`src/rtl/fifo_pkg.sv`:
```
// -----------------------------------------------------------------------------
// fifo_pkg
// Purpose : shared sizing helpers for the programmable synchronous FIFO.
//   cnt_width(depth) : bits needed to hold an occupancy of 0..depth
//   ptr_width(depth) : bits needed to address entries 0..depth-1 (at least 1)
// -----------------------------------------------------------------------------
package fifo_pkg;

  function automatic int cnt_width(input int depth);
    return $clog2(depth + 32'sd1);
  endfunction

  // A depth of 1 would give $clog2 == 0; a zero-width pointer is not legal.
  function automatic int ptr_width(input int depth);
    return ($clog2(depth) < 32'sd1) ? 32'sd1 : $clog2(depth);
  endfunction

endpackage

```
`src/rtl/fifo_wrap_ptr.sv`:
```
// -----------------------------------------------------------------------------
// fifo_wrap_ptr
// Purpose : modulo-Depth index counter used for the FIFO read and write
//           pointers. Counts 0..Depth-1 and wraps to 0; no lap bit, since
//           occupancy is tracked separately.
// Ports   :
//   clk      in   clock
//   reset_n  in   synchronous active-low reset (ptr -> 0)
//   clr      in   synchronous clear (ptr -> 0), wins over inc
//   inc      in   advance by one entry
//   ptr      out  current index
// -----------------------------------------------------------------------------
module fifo_wrap_ptr
  import fifo_pkg::*;
#(
  parameter int Depth = 6,
  parameter int PtrW  = ptr_width(Depth)
) (
  input  logic            clk,
  input  logic            reset_n,
  input  logic            clr,
  input  logic            inc,
  output logic [PtrW-1:0] ptr
);

  localparam logic [PtrW-1:0] LastIdx = PtrW'(Depth - 32'sd1);

  logic [PtrW-1:0] r_ptr;

  // Pointer register: reset/clear to zero, otherwise advance with wrap.
  always_ff @(posedge clk) begin
    if (!reset_n) begin
      r_ptr <= '0;
    end else if (clr) begin
      r_ptr <= '0;
    end else if (inc) begin
      r_ptr <= (r_ptr == LastIdx) ? '0 : r_ptr + PtrW'(1'b1);
    end else begin
      r_ptr <= r_ptr;
    end
  end

  assign ptr = r_ptr;

endmodule

```
`src/rtl/fifo_prog.sv`:
```
// -----------------------------------------------------------------------------
// fifo_prog
// Purpose : synchronous FIFO of arbitrary depth with occupancy count,
//           programmable almost-full/almost-empty thresholds, synchronous
//           flush, push-on-full when a pop happens in the same cycle, and
//           sticky overflow/underflow flags.
// Ports   :
//   clk, reset_n               clock, synchronous active-low reset
//   data_in, push              write data and write request
//   pop                        read request
//   data_out                   head-of-queue word (valid while empty=0)
//   flush                      discard all contents (wins over push/pop)
//   af_level, ae_level         almost-full / almost-empty thresholds
//   err_clr                    clear sticky error flags
//   count                      occupancy 0..Depth
//   full, empty                count==Depth / count==0
//   almost_full, almost_empty  count>=af_level / count<=ae_level
//   overflow, underflow        sticky: push dropped / pop while empty
// -----------------------------------------------------------------------------
module fifo_prog
  import fifo_pkg::*;
#(
  parameter int Width = 32,
  parameter int Depth = 6,
  parameter int CntW  = cnt_width(Depth)
) (
  input  logic             clk,
  input  logic             reset_n,
  input  logic [Width-1:0] data_in,
  input  logic             push,
  input  logic             pop,
  output logic [Width-1:0] data_out,
  input  logic             flush,
  input  logic [CntW-1:0]  af_level,
  input  logic [CntW-1:0]  ae_level,
  input  logic             err_clr,
  output logic [CntW-1:0]  count,
  output logic             full,
  output logic             empty,
  output logic             almost_full,
  output logic             almost_empty,
  output logic             overflow,
  output logic             underflow
);

  localparam int              PtrW     = ptr_width(Depth);
  localparam logic [CntW-1:0] DepthCnt = CntW'(Depth);

  logic [Width-1:0] r_mem [Depth];
  logic [CntW-1:0]  r_count;
  logic             r_overflow;
  logic             r_underflow;

  logic [PtrW-1:0]  w_rd_ptr;
  logic [PtrW-1:0]  w_wr_ptr;
  logic             w_full;
  logic             w_empty;
  logic             w_pop_ok;
  logic             w_push_ok;
  logic             w_wr_en;
  logic             w_rd_en;
  logic             w_ovf_set;
  logic             w_udf_set;

  assign w_full    = (r_count == DepthCnt);
  assign w_empty   = (r_count == '0);

  // A push into a full FIFO is accepted only when a pop frees a slot in the
  // same cycle; an empty FIFO never bypasses push data to the output.
  assign w_pop_ok  = pop & ~w_empty;
  assign w_push_ok = push & (~w_full | w_pop_ok);

  // Flush overrides both ports, and what it discards is not an error.
  assign w_wr_en   = w_push_ok & ~flush;
  assign w_rd_en   = w_pop_ok & ~flush;
  assign w_ovf_set = push & ~w_push_ok & ~flush;
  assign w_udf_set = pop & w_empty & ~flush;

  fifo_wrap_ptr #(.Depth(Depth), .PtrW(PtrW)) u_rd_ptr (
    .clk     (clk),
    .reset_n (reset_n),
    .clr     (flush),
    .inc     (w_rd_en),
    .ptr     (w_rd_ptr)
  );

  fifo_wrap_ptr #(.Depth(Depth), .PtrW(PtrW)) u_wr_ptr (
    .clk     (clk),
    .reset_n (reset_n),
    .clr     (flush),
    .inc     (w_wr_en),
    .ptr     (w_wr_ptr)
  );

  // Storage write; the array is deliberately not reset.
  always_ff @(posedge clk) begin
    if (w_wr_en) begin
      r_mem[w_wr_ptr] <= data_in;
    end
  end

  // Occupancy counter.
  always_ff @(posedge clk) begin
    if (!reset_n) begin
      r_count <= '0;
    end else if (flush) begin
      r_count <= '0;
    end else begin
      case ({w_push_ok, w_pop_ok})
        2'b10:   r_count <= r_count + CntW'(1'b1);
        2'b01:   r_count <= r_count - CntW'(1'b1);
        default: r_count <= r_count;
      endcase
    end
  end

  // Sticky error flags; a new error in the same cycle beats err_clr.
  always_ff @(posedge clk) begin
    if (!reset_n) begin
      r_overflow  <= 1'b0;
      r_underflow <= 1'b0;
    end else begin
      r_overflow  <= w_ovf_set | (r_overflow  & ~err_clr);
      r_underflow <= w_udf_set | (r_underflow & ~err_clr);
    end
  end

  // Thresholds are compared live, so a threshold change shows immediately.
  assign data_out     = r_mem[w_rd_ptr];
  assign count        = r_count;
  assign full         = w_full;
  assign empty        = w_empty;
  assign almost_full  = (r_count >= af_level);
  assign almost_empty = (r_count <= ae_level);
  assign overflow     = r_overflow;
  assign underflow    = r_underflow;

endmodule

```
`config.mk`:
```
export PLATFORM = sky130hd
export DESIGN_NAME = fifo_prog
export DESIGN_NICKNAME = d
export VERILOG_FILES = /design/src/rtl/fifo_pkg.sv /design/src/rtl/fifo_wrap_ptr.sv /design/src/rtl/fifo_prog.sv
export SDC_FILE = /design/constraint.sdc
export NUM_CORES = 1
export LEC_CHECK = 0
export ABC_AREA = 0
export BUFFER_PORTS_ARGS = -buffer_cell sky130_fd_sc_hd__buf_2
export CAP_MARGIN = 10
export CORE_MARGIN = 2
export CORE_UTILIZATION = 53
export DETAILED_ROUTE_END_ITERATION = 7
export GPL_TIMING_DRIVEN = 0
export PLACE_DENSITY = 0.74
export RECOVER_POWER = 50
export SLEW_MARGIN = 20
export SYNTH_ARGS = -nofsm -noshare
export SYNTH_HDL_FRONTEND = slang
export SYNTH_HIERARCHICAL = 1
export SYNTH_SLANG_ARGS = --single-unit
```
`constraint.sdc`:
```
create_clock -name clk -period 3.9 [get_ports clk]
set_input_delay 0.39 -clock clk [delete_from_list [all_inputs] [get_ports clk]]
set_output_delay 0.39 -clock clk [all_outputs]
set_load 0.01 [all_outputs]
```
==> flow_summary.yaml, run 1 <==
synthesis:
  synth_top_flop_cell: "sky130_fd_sc_hd__edfxtp_1"
  synth.top_cells.by_area: "sky130_fd_sc_hd__edfxtp_1 72%, sky130_fd_sc_hd__mux4_2 9.0%, sky130_fd_sc_hd__mux2i_1 4.0%, sky130_fd_sc_hd__dfxtp_1 2.7%, sky130_fd_sc_hd__a21oi_1 2.4%"
  ys_ff_latch: 203
  ys_warn_count: 6
  postSynthCellCount: 433
  syn-num-nets: 484
  yosysSeqAreaShare_pct: 74.41
  ys_types: 43
  netlist.top_cell.by_area: "sky130_fd_sc_hd__edfxtp_1"
  synth-edff-count: 192
  fraction_of_synthesis_flops_using_an_asynchronous_set_or_reset_pin_pct: 0
  fraction_of_synthesized_cell_area_taken_by_the_top_area_cell_type_pct: 71.68
  postSynthAreaPerCell_um2: 18.58
  post_synth_instance_area_mm2: 0.008044
clock_tree:
  worst_skew_late_latency_ns: 0.48
  post_cts_resized: 0
  htree_levels: 1
  cts_hold_buf: 0
  total_cts_buffers: 20
  cts_post_setup_buffers_inserted: 0
  clock_transition_time_at_the_flip_flop_clock_pins_of_the_worst_setup_and_hold_paths_ns: 0.06
  clockBufferDepth: 3
  clock_sink_count: 203
  cts-root-buf: "sky130_fd_sc_hd__clkbuf_16"
  tritoncts_clock_tree: "done"
floorplanning:
  chipHeight_um: 127.2
  row_count: 45
  core_mm2: 0.01503
  effective_utilization_at_floorplan_pct: 53.51
  die_area_mm2: 0.01618
  floorplan.io_pins: 85
  die_width_um: 127.2
cells_and_area:
  stdcell_count: 753
  final_cell_mix: "192 x sky130_fd_sc_hd__edfxtp_1, 53 x sky130_fd_sc_hd__clkbuf_1, 47 x sky130_fd_sc_hd__buf_2"
  finish.net_count: 604
  n_antenna_cell: 0
  area_delta_synth_final_pct: 17.08
  post_route_cells_drive_above_1_share_pct: 23.89
  layout_commonest_cell: "sky130_fd_sc_hd__edfxtp_1"
  fillCellCount: 1059
worst_hold_path:
  timing.hold.worst.class: "input pin to register"
  hold_path_startpoint: "err_clr"
global_route:
  antenna_found_initial: 0
  combined_global_route_utilization_of_all_metal_layers_pct: 19.23
  grt_start_max_net_pins: 25
  gr_ovfl_total: 0
  global_route_wire_length_before_repair_um: 23490
  via_count_of_the_first_global_routing_pass: 4378
sta:
  finalClockSkew_ns: 0.008795
  timing.final.hold_violations: 0
  slew_violations: 0
  relative_slew_slack_pct: 53.42
  setup_slack_ns: 1.125
  period_needed_ns: 2.775
  setup_repair_after_global_routing_missed_its_margin: "no"
  timing_worst_slew_pin_value_ns: 0.6970
  setup_viol: 0
  max_clock_freq_ghz: 0.3603
  period_share_pct: 71.17
drt:
  detail_route.first_pass.iterations: 4
  num_vias: 4197
  detailedRoute.firstIterationViolations: 330
  route.detailed.drc: 0
  route.detailed.vias_per_inst: 5.574
  ant_nets: 0
  avgRoutedWirePerCell_um: 20.11
  routed_wl_um: 15140
run:
  cap_violations: 0
place:
  placed_instances: 719
  place.detailed.hpwl_um: 9952
  port_buffers: 84
  dp_slack_ns: 1.153
  globalplace.congestion: 0.7308
power_and_ir_drop:
  total_leakage_power_nw: 3.083
  vdd_ir_drop_max_mv: 0.3541
  power.density_mw_per_mm2: 458.2
setup_path:
  end_kind: "register"
  origin_of_the_worst_setup_path: "count[1]"
  worst-endpoint-arrival_ns: 2.97
  critical_path_peak_fanout: 11
  start_kind: "register"
  worstPathRequired_ns: 4.09
  path_class: "register to register"
  reg2reg_from: "count[1]"
status:
  run_status: "complete, no violations"
area by class of cell:
class / count / area, um^2 / share of cell area (%)
Clock inverter: 7 / 33.78 / 0.3587
Timing Repair Buffer: 98 / 551.8 / 5.859
Tap cell: 188 / 235.2 / 2.498
Clock buffer: 27 / 548.0 / 5.819
Sequential cell: 203 / 5986 / 63.56
Inverter: 7 / 26.28 / 0.2790
Buffer: 20 / 122.6 / 1.302
Multi-Input combinational cell: 203 / 1914 / 20.33
Yosys cell counts (3+ instances only):
cell type                  count
sky130_fd_sc_hd__clkbuf_1      8
sky130_fd_sc_hd__nor3_1        3
sky130_fd_sc_hd__nand2b_1      9
sky130_fd_sc_hd__ha_1          6
sky130_fd_sc_hd__o21ai_0       3
sky130_fd_sc_hd__xnor2_1       3
sky130_fd_sc_hd__dfxtp_1      11
sky130_fd_sc_hd__buf_6         4
sky130_fd_sc_hd__mux2i_1      32
sky130_fd_sc_hd__a21bo_1       4
sky130_fd_sc_hd__nor2_1       40
sky130_fd_sc_hd__a21oi_1      38
sky130_fd_sc_hd__edfxtp_1    192
sky130_fd_sc_hd__mux4_2       32
sky130_fd_sc_hd__inv_1         7
sky130_fd_sc_hd__nand2_1       4
sequential cells by signal, indices dropped and copies added (netlist names):
register      flops
count             3
overflow          1
r_mem           192
u_rd_ptr/ptr      3
u_wr_ptr/ptr      3
underflow         1
metrics by stage:
step / power (mW) / utilization (%) / hold slack (ns) / instance area, um^2 / TNS, ns
final: 4.315 / 62.65 / 0.1863 / 9418 / 0
after global routing: 4.453 / 62.65 / 0.2026 / 9418 / 0
after CTS: 4.351 / 63.19 / 0.1409 / 9499 / 0
after detailed placement: 2.658 / 59.32 / 0.4865 / 8917 / 0
after global placement: 2.643 / 57.90 / 0.4655 / 8705 / -136.49
after floorplan: 2.565 / - / 0.4889 / 8049 / 0
critical path, stage by stage, from the launching register on:
cell                       delay (ns)
sky130_fd_sc_hd__dfxtp_1         0.34
sky130_fd_sc_hd__clkbuf_1        0.22
sky130_fd_sc_hd__and4bb_1        0.31
sky130_fd_sc_hd__nor2_1          0.37
sky130_fd_sc_hd__nand2_1         0.20
sky130_fd_sc_hd__nor3b_4         0.46
sky130_fd_sc_hd__buf_6           0.22
sky130_fd_sc_hd__buf_8           0.17
sky130_fd_sc_hd__buf_8           0.16
metal layers:
metal  up-vias  global-route usage (%)  part of all wire, %
met1      2098                   25.07                   41
met4         0                   6.141                  2.1
met2       110                   33.84                   52
met3        23                   2.764                  5.0
li1       1966                       -                    -
met5         -                       0                    0
cell families after synthesis:
logic type	count (synthesis)	share of synthesized area, %
AO/OA/AOI/OAI	55	4.448
XOR/XNOR	3	0.3267
adder cells (fa/ha/maj)	7	1.182
buffers and inverters	27	1.851
flip-flops	203	74.41
multiplexers	64	12.94
AND/OR/NAND/NOR	74	4.837
final timing paths:
kind                  endpoint  slack, ns  depth (start not counted)
setup reg to reg  r_mem[3][11]       1.12                          8
hold / removal       underflow       0.19                          3
setup / recovery  r_mem[3][11]       1.12                          8
hold reg to reg      underflow       0.49                          2
where the power goes:
part,internal (mW),switching (mW),total [mW]
sequential,2.41,0.00789,2.41
clock,0.982,0.733,1.71
combinational,0.0793,0.106,0.186
total,3.47,0.847,4.31
Power figures use the tool's default switching activity.
==> run 2, diff against run 1 <==
--- a/config.mk
+++ b/config.mk
@@ -5,14 +5,14 @@
 export SDC_FILE = /design/constraint.sdc
 export NUM_CORES = 1
 export LEC_CHECK = 0
-export ABC_AREA = 0
+export ABC_AREA = 1
 export BUFFER_PORTS_ARGS = -buffer_cell sky130_fd_sc_hd__buf_2
 export CAP_MARGIN = 10
 export CORE_MARGIN = 2
-export CORE_UTILIZATION = 53
+export CORE_UTILIZATION = 58
 export DETAILED_ROUTE_END_ITERATION = 7
 export GPL_TIMING_DRIVEN = 0
-export PLACE_DENSITY = 0.74
+export PLACE_DENSITY = 0.77
 export RECOVER_POWER = 50
 export SLEW_MARGIN = 20
 export SYNTH_ARGS = -nofsm -noshare
==> constraint.sdc (replaced) <==
create_clock -name clk -period 2.8 [get_ports clk]
set_input_delay 0.28 -clock clk [delete_from_list [all_inputs] [get_ports clk]]
set_output_delay 0.28 -clock clk [all_outputs]
set_load 0.01 [all_outputs]
==> run 2 against run 1 <==
  * Combinational power increased by 55%
  * Largest power group unchanged
  * Sequential share of layout area fell by 2.1 points
  * Power rose by 41%
  * Final cell count increased by 31%
  * Wire length grew 21%
  * Area after synthesis is 3.7% higher
  * First-iteration DRC count is 71% higher
  * Global-route usage is 5.1 points higher
  * Sequential cell count unchanged
  * Largest cell class unchanged
  * Setup slack worse by 0.86 ns
  * Register-to-register slack lost 0.86 ns
==> flow_summary.yaml, run 2 <==
sta:
  setup_slack_ns: 0.2601
  setup_repair_after_global_routing_missed_its_margin: "no"
  finalClockSkew_ns: 0.007938
  timing.final.hold_violations: 0
  relative_slew_slack_pct: 47.46
  setup_viol: 0
  finalHoldWorstSlack_ns: 0.07641
  timing_worst_slew_pin_value_ns: 0.7838
  slew_violations: 0
  period_share_pct: 90.71
  max_clock_freq_ghz: 0.3937
  setup_tns_ns: 0
  period_needed_ns: 2.540
cells_and_area:
  finish.net_count: 846
  fillCellCount: 985
  area_delta_synth_final_pct: 16.75
  top_register: "r_mem"
  largest_register_ffs: 192
  post_route_cells_drive_above_1_share_pct: 19.90
  sequential_cell_area_mm2: 0.005986
  multiInputGateArea_mm2: 0.002017
  stdcell_count: 984
  n_antenna_cell: 0
  layout_commonest_cell: "sky130_fd_sc_hd__edfxtp_1"
  fin_util_pct: 69.62
  design_area_mm2: 0.009739
  final_cell_mix: "192 x sky130_fd_sc_hd__edfxtp_1, 174 x sky130_fd_sc_hd__nand2_1, 61 x sky130_fd_sc_hd__buf_2"
clock_tree:
  cts-root-buf: "sky130_fd_sc_hd__clkbuf_16"
  cts_post_setup_buffers_inserted: 0
  total_cts_buffers: 20
  clockBufferDepth: 3
  clock_transition_time_at_the_flip_flop_clock_pins_of_the_worst_setup_and_hold_paths_ns: 0.06
  worst_skew_late_latency_ns: 0.47
  htree_levels: 1
  tritoncts_clock_tree: "done"
  clock_sink_count: 203
  post_cts_resized: 0
  cts_hold_buf: 0
synthesis:
  synth-edff-count: 192
  fraction_of_synthesized_cell_area_taken_by_the_top_area_cell_type_pct: 69.12
  ys_ff_latch: 203
  yosysMostFrequentCell: "sky130_fd_sc_hd__edfxtp_1"
  syn-num-nets: 718
  yosysSeqAreaShare_pct: 71.76
  ys_warn_count: 6
  post_synth_instance_area_mm2: 0.008342
  postSynthCellCount: 667
  netlist.top_cell.by_area: "sky130_fd_sc_hd__edfxtp_1"
  ys_types: 30
  postSynthAreaPerCell_um2: 12.51
  fraction_of_synthesis_flops_using_an_asynchronous_set_or_reset_pin_pct: 0
  synth_top_flop_cell: "sky130_fd_sc_hd__edfxtp_1"
  synth.top_cells.by_area: "sky130_fd_sc_hd__edfxtp_1 69%, sky130_fd_sc_hd__nand2_1 7.7%, sky130_fd_sc_hd__dfxtp_1 2.6%, sky130_fd_sc_hd__nand3_1 2.4%, sky130_fd_sc_hd__nor2_1 2.2%"
  yosys-top-cells-count: "192 x sky130_fd_sc_hd__edfxtp_1, 171 x sky130_fd_sc_hd__nand2_1, 50 x sky130_fd_sc_hd__nor2_1"
status:
  run_status: "complete, no violations"
drt:
  routed_wl_um: 18300
  avgRoutedWirePerCell_um: 18.60
  detail_route.first_pass.iterations: 5
  route.detailed.drc: 0
  ant_nets: 0
  num_vias: 5627
  detailedRoute.firstIterationViolations: 565
  route.detailed.vias_per_inst: 5.718
setup_path:
  path_class: "register to register"
  critical_path_peak_fanout: 8
  reg2reg_from: "count[0]"
  start_kind: "register"
  worst_r2r_endpoint: "r_mem[0][12]"
  worst-endpoint-arrival_ns: 2.73
  ff2ff_path_depth: 9
  setup.reg_to_reg.worst_slack_ns: 0.26
  worstPathRequired_ns: 2.99
  origin_of_the_worst_setup_path: "count[0]"
  timing.critical_path.to: "r_mem[0][12]"
  end_kind: "register"
global_route:
  global_route_wire_length_before_repair_um: 28310
  antenna_found_initial: 0
  combined_global_route_utilization_of_all_metal_layers_pct: 24.33
  gr_ovfl_total: 0
  via_count_of_the_first_global_routing_pass: 5736
  grt_start_max_net_pins: 14
power_and_ir_drop:
  total_leakage_power_nw: 3.656
  power.total_mw: 6.104
  vdd_ir_drop_max_mv: 0.4866
  power.density_mw_per_mm2: 626.7
floorplanning:
  core_mm2: 0.01399
  effective_utilization_at_floorplan_pct: 59.63
  chipHeight_um: 123.9
  floorplan.io_pins: 85
  die_width_um: 123.9
  die_area_mm2: 0.01536
  row_count: 43
place:
  postPlaceCellArea_mm2: 0.009213
  placed_instances: 953
  port_buffers: 84
  place.detailed.hpwl_um: 12460
  dp_slack_ns: 0.4139
  globalplace.congestion: 0.7815
run:
  cap_violations: 0
worst_hold_path:
  timing.hold.worst.class: "input pin to register"
==> run 2: worst max-delay path, cell delays in order, from the launching register on <==
cell and delay (ns):
sky130_fd_sc_hd__dfxtp_1 0.35, sky130_fd_sc_hd__inv_1 0.14, sky130_fd_sc_hd__nand3_1 0.15, sky130_fd_sc_hd__nor2_1 0.10, sky130_fd_sc_hd__nor2_4 0.10, sky130_fd_sc_hd__nand2_1 0.19, sky130_fd_sc_hd__nor3_2 0.64, sky130_fd_sc_hd__buf_6 0.25
sky130_fd_sc_hd__buf_4 0.18, sky130_fd_sc_hd__buf_6 0.15
==> run 2: worst min-delay path by stage <==
stage	to	from	slack, ns	cells after the start
final	overflow	err_clr	0.08	4
after global routing	underflow	reset_n	0.09	3
after floorplan	r_mem[0][0]	data_in[0]	0.38	0
after global placement	overflow	overflow	0.45	2
after CTS	r_mem[1][31]	data_in[31]	0.04	1
after detailed placement	overflow	overflow	0.47	2
==> run 2: metal layers <==
layer	GRT usage [%]	share of wire (%)	routed length, um
met1	30.35	39	7150
met2	43.41	53	9628
met3	3.480	5.9	1082
met4	8.848	2.4	441
met5	0	0	0
==> run 2: power by group <==
part / internal [mW] / switching [mW]
Clock: 1.44 / 1.01
Sequential: 3.35 / 0.0124
Combinational: 0.102 / 0.185
Total: 4.90 / 1.20
==> run 2: final cells by class <==
cell class	instances	area share (%)
flip-flops and latches	203	61.46
clock inverters	5	0.4753
multi-input cells	403	20.71
clock buffers	26	5.588
plain buffers	35	2.608
repair buffers	106	5.820
inverters	26	1.028
well taps	180	2.312
==> run 2: cell families after synthesis <==
kind of cell               share of synthesized area [%]
DFF                                                71.76
and+or+nand+nor                                    14.53
AOI/OAI and AO/OA                                  8.325
buffers and inverters                              4.245
adders and majority gates                          1.140
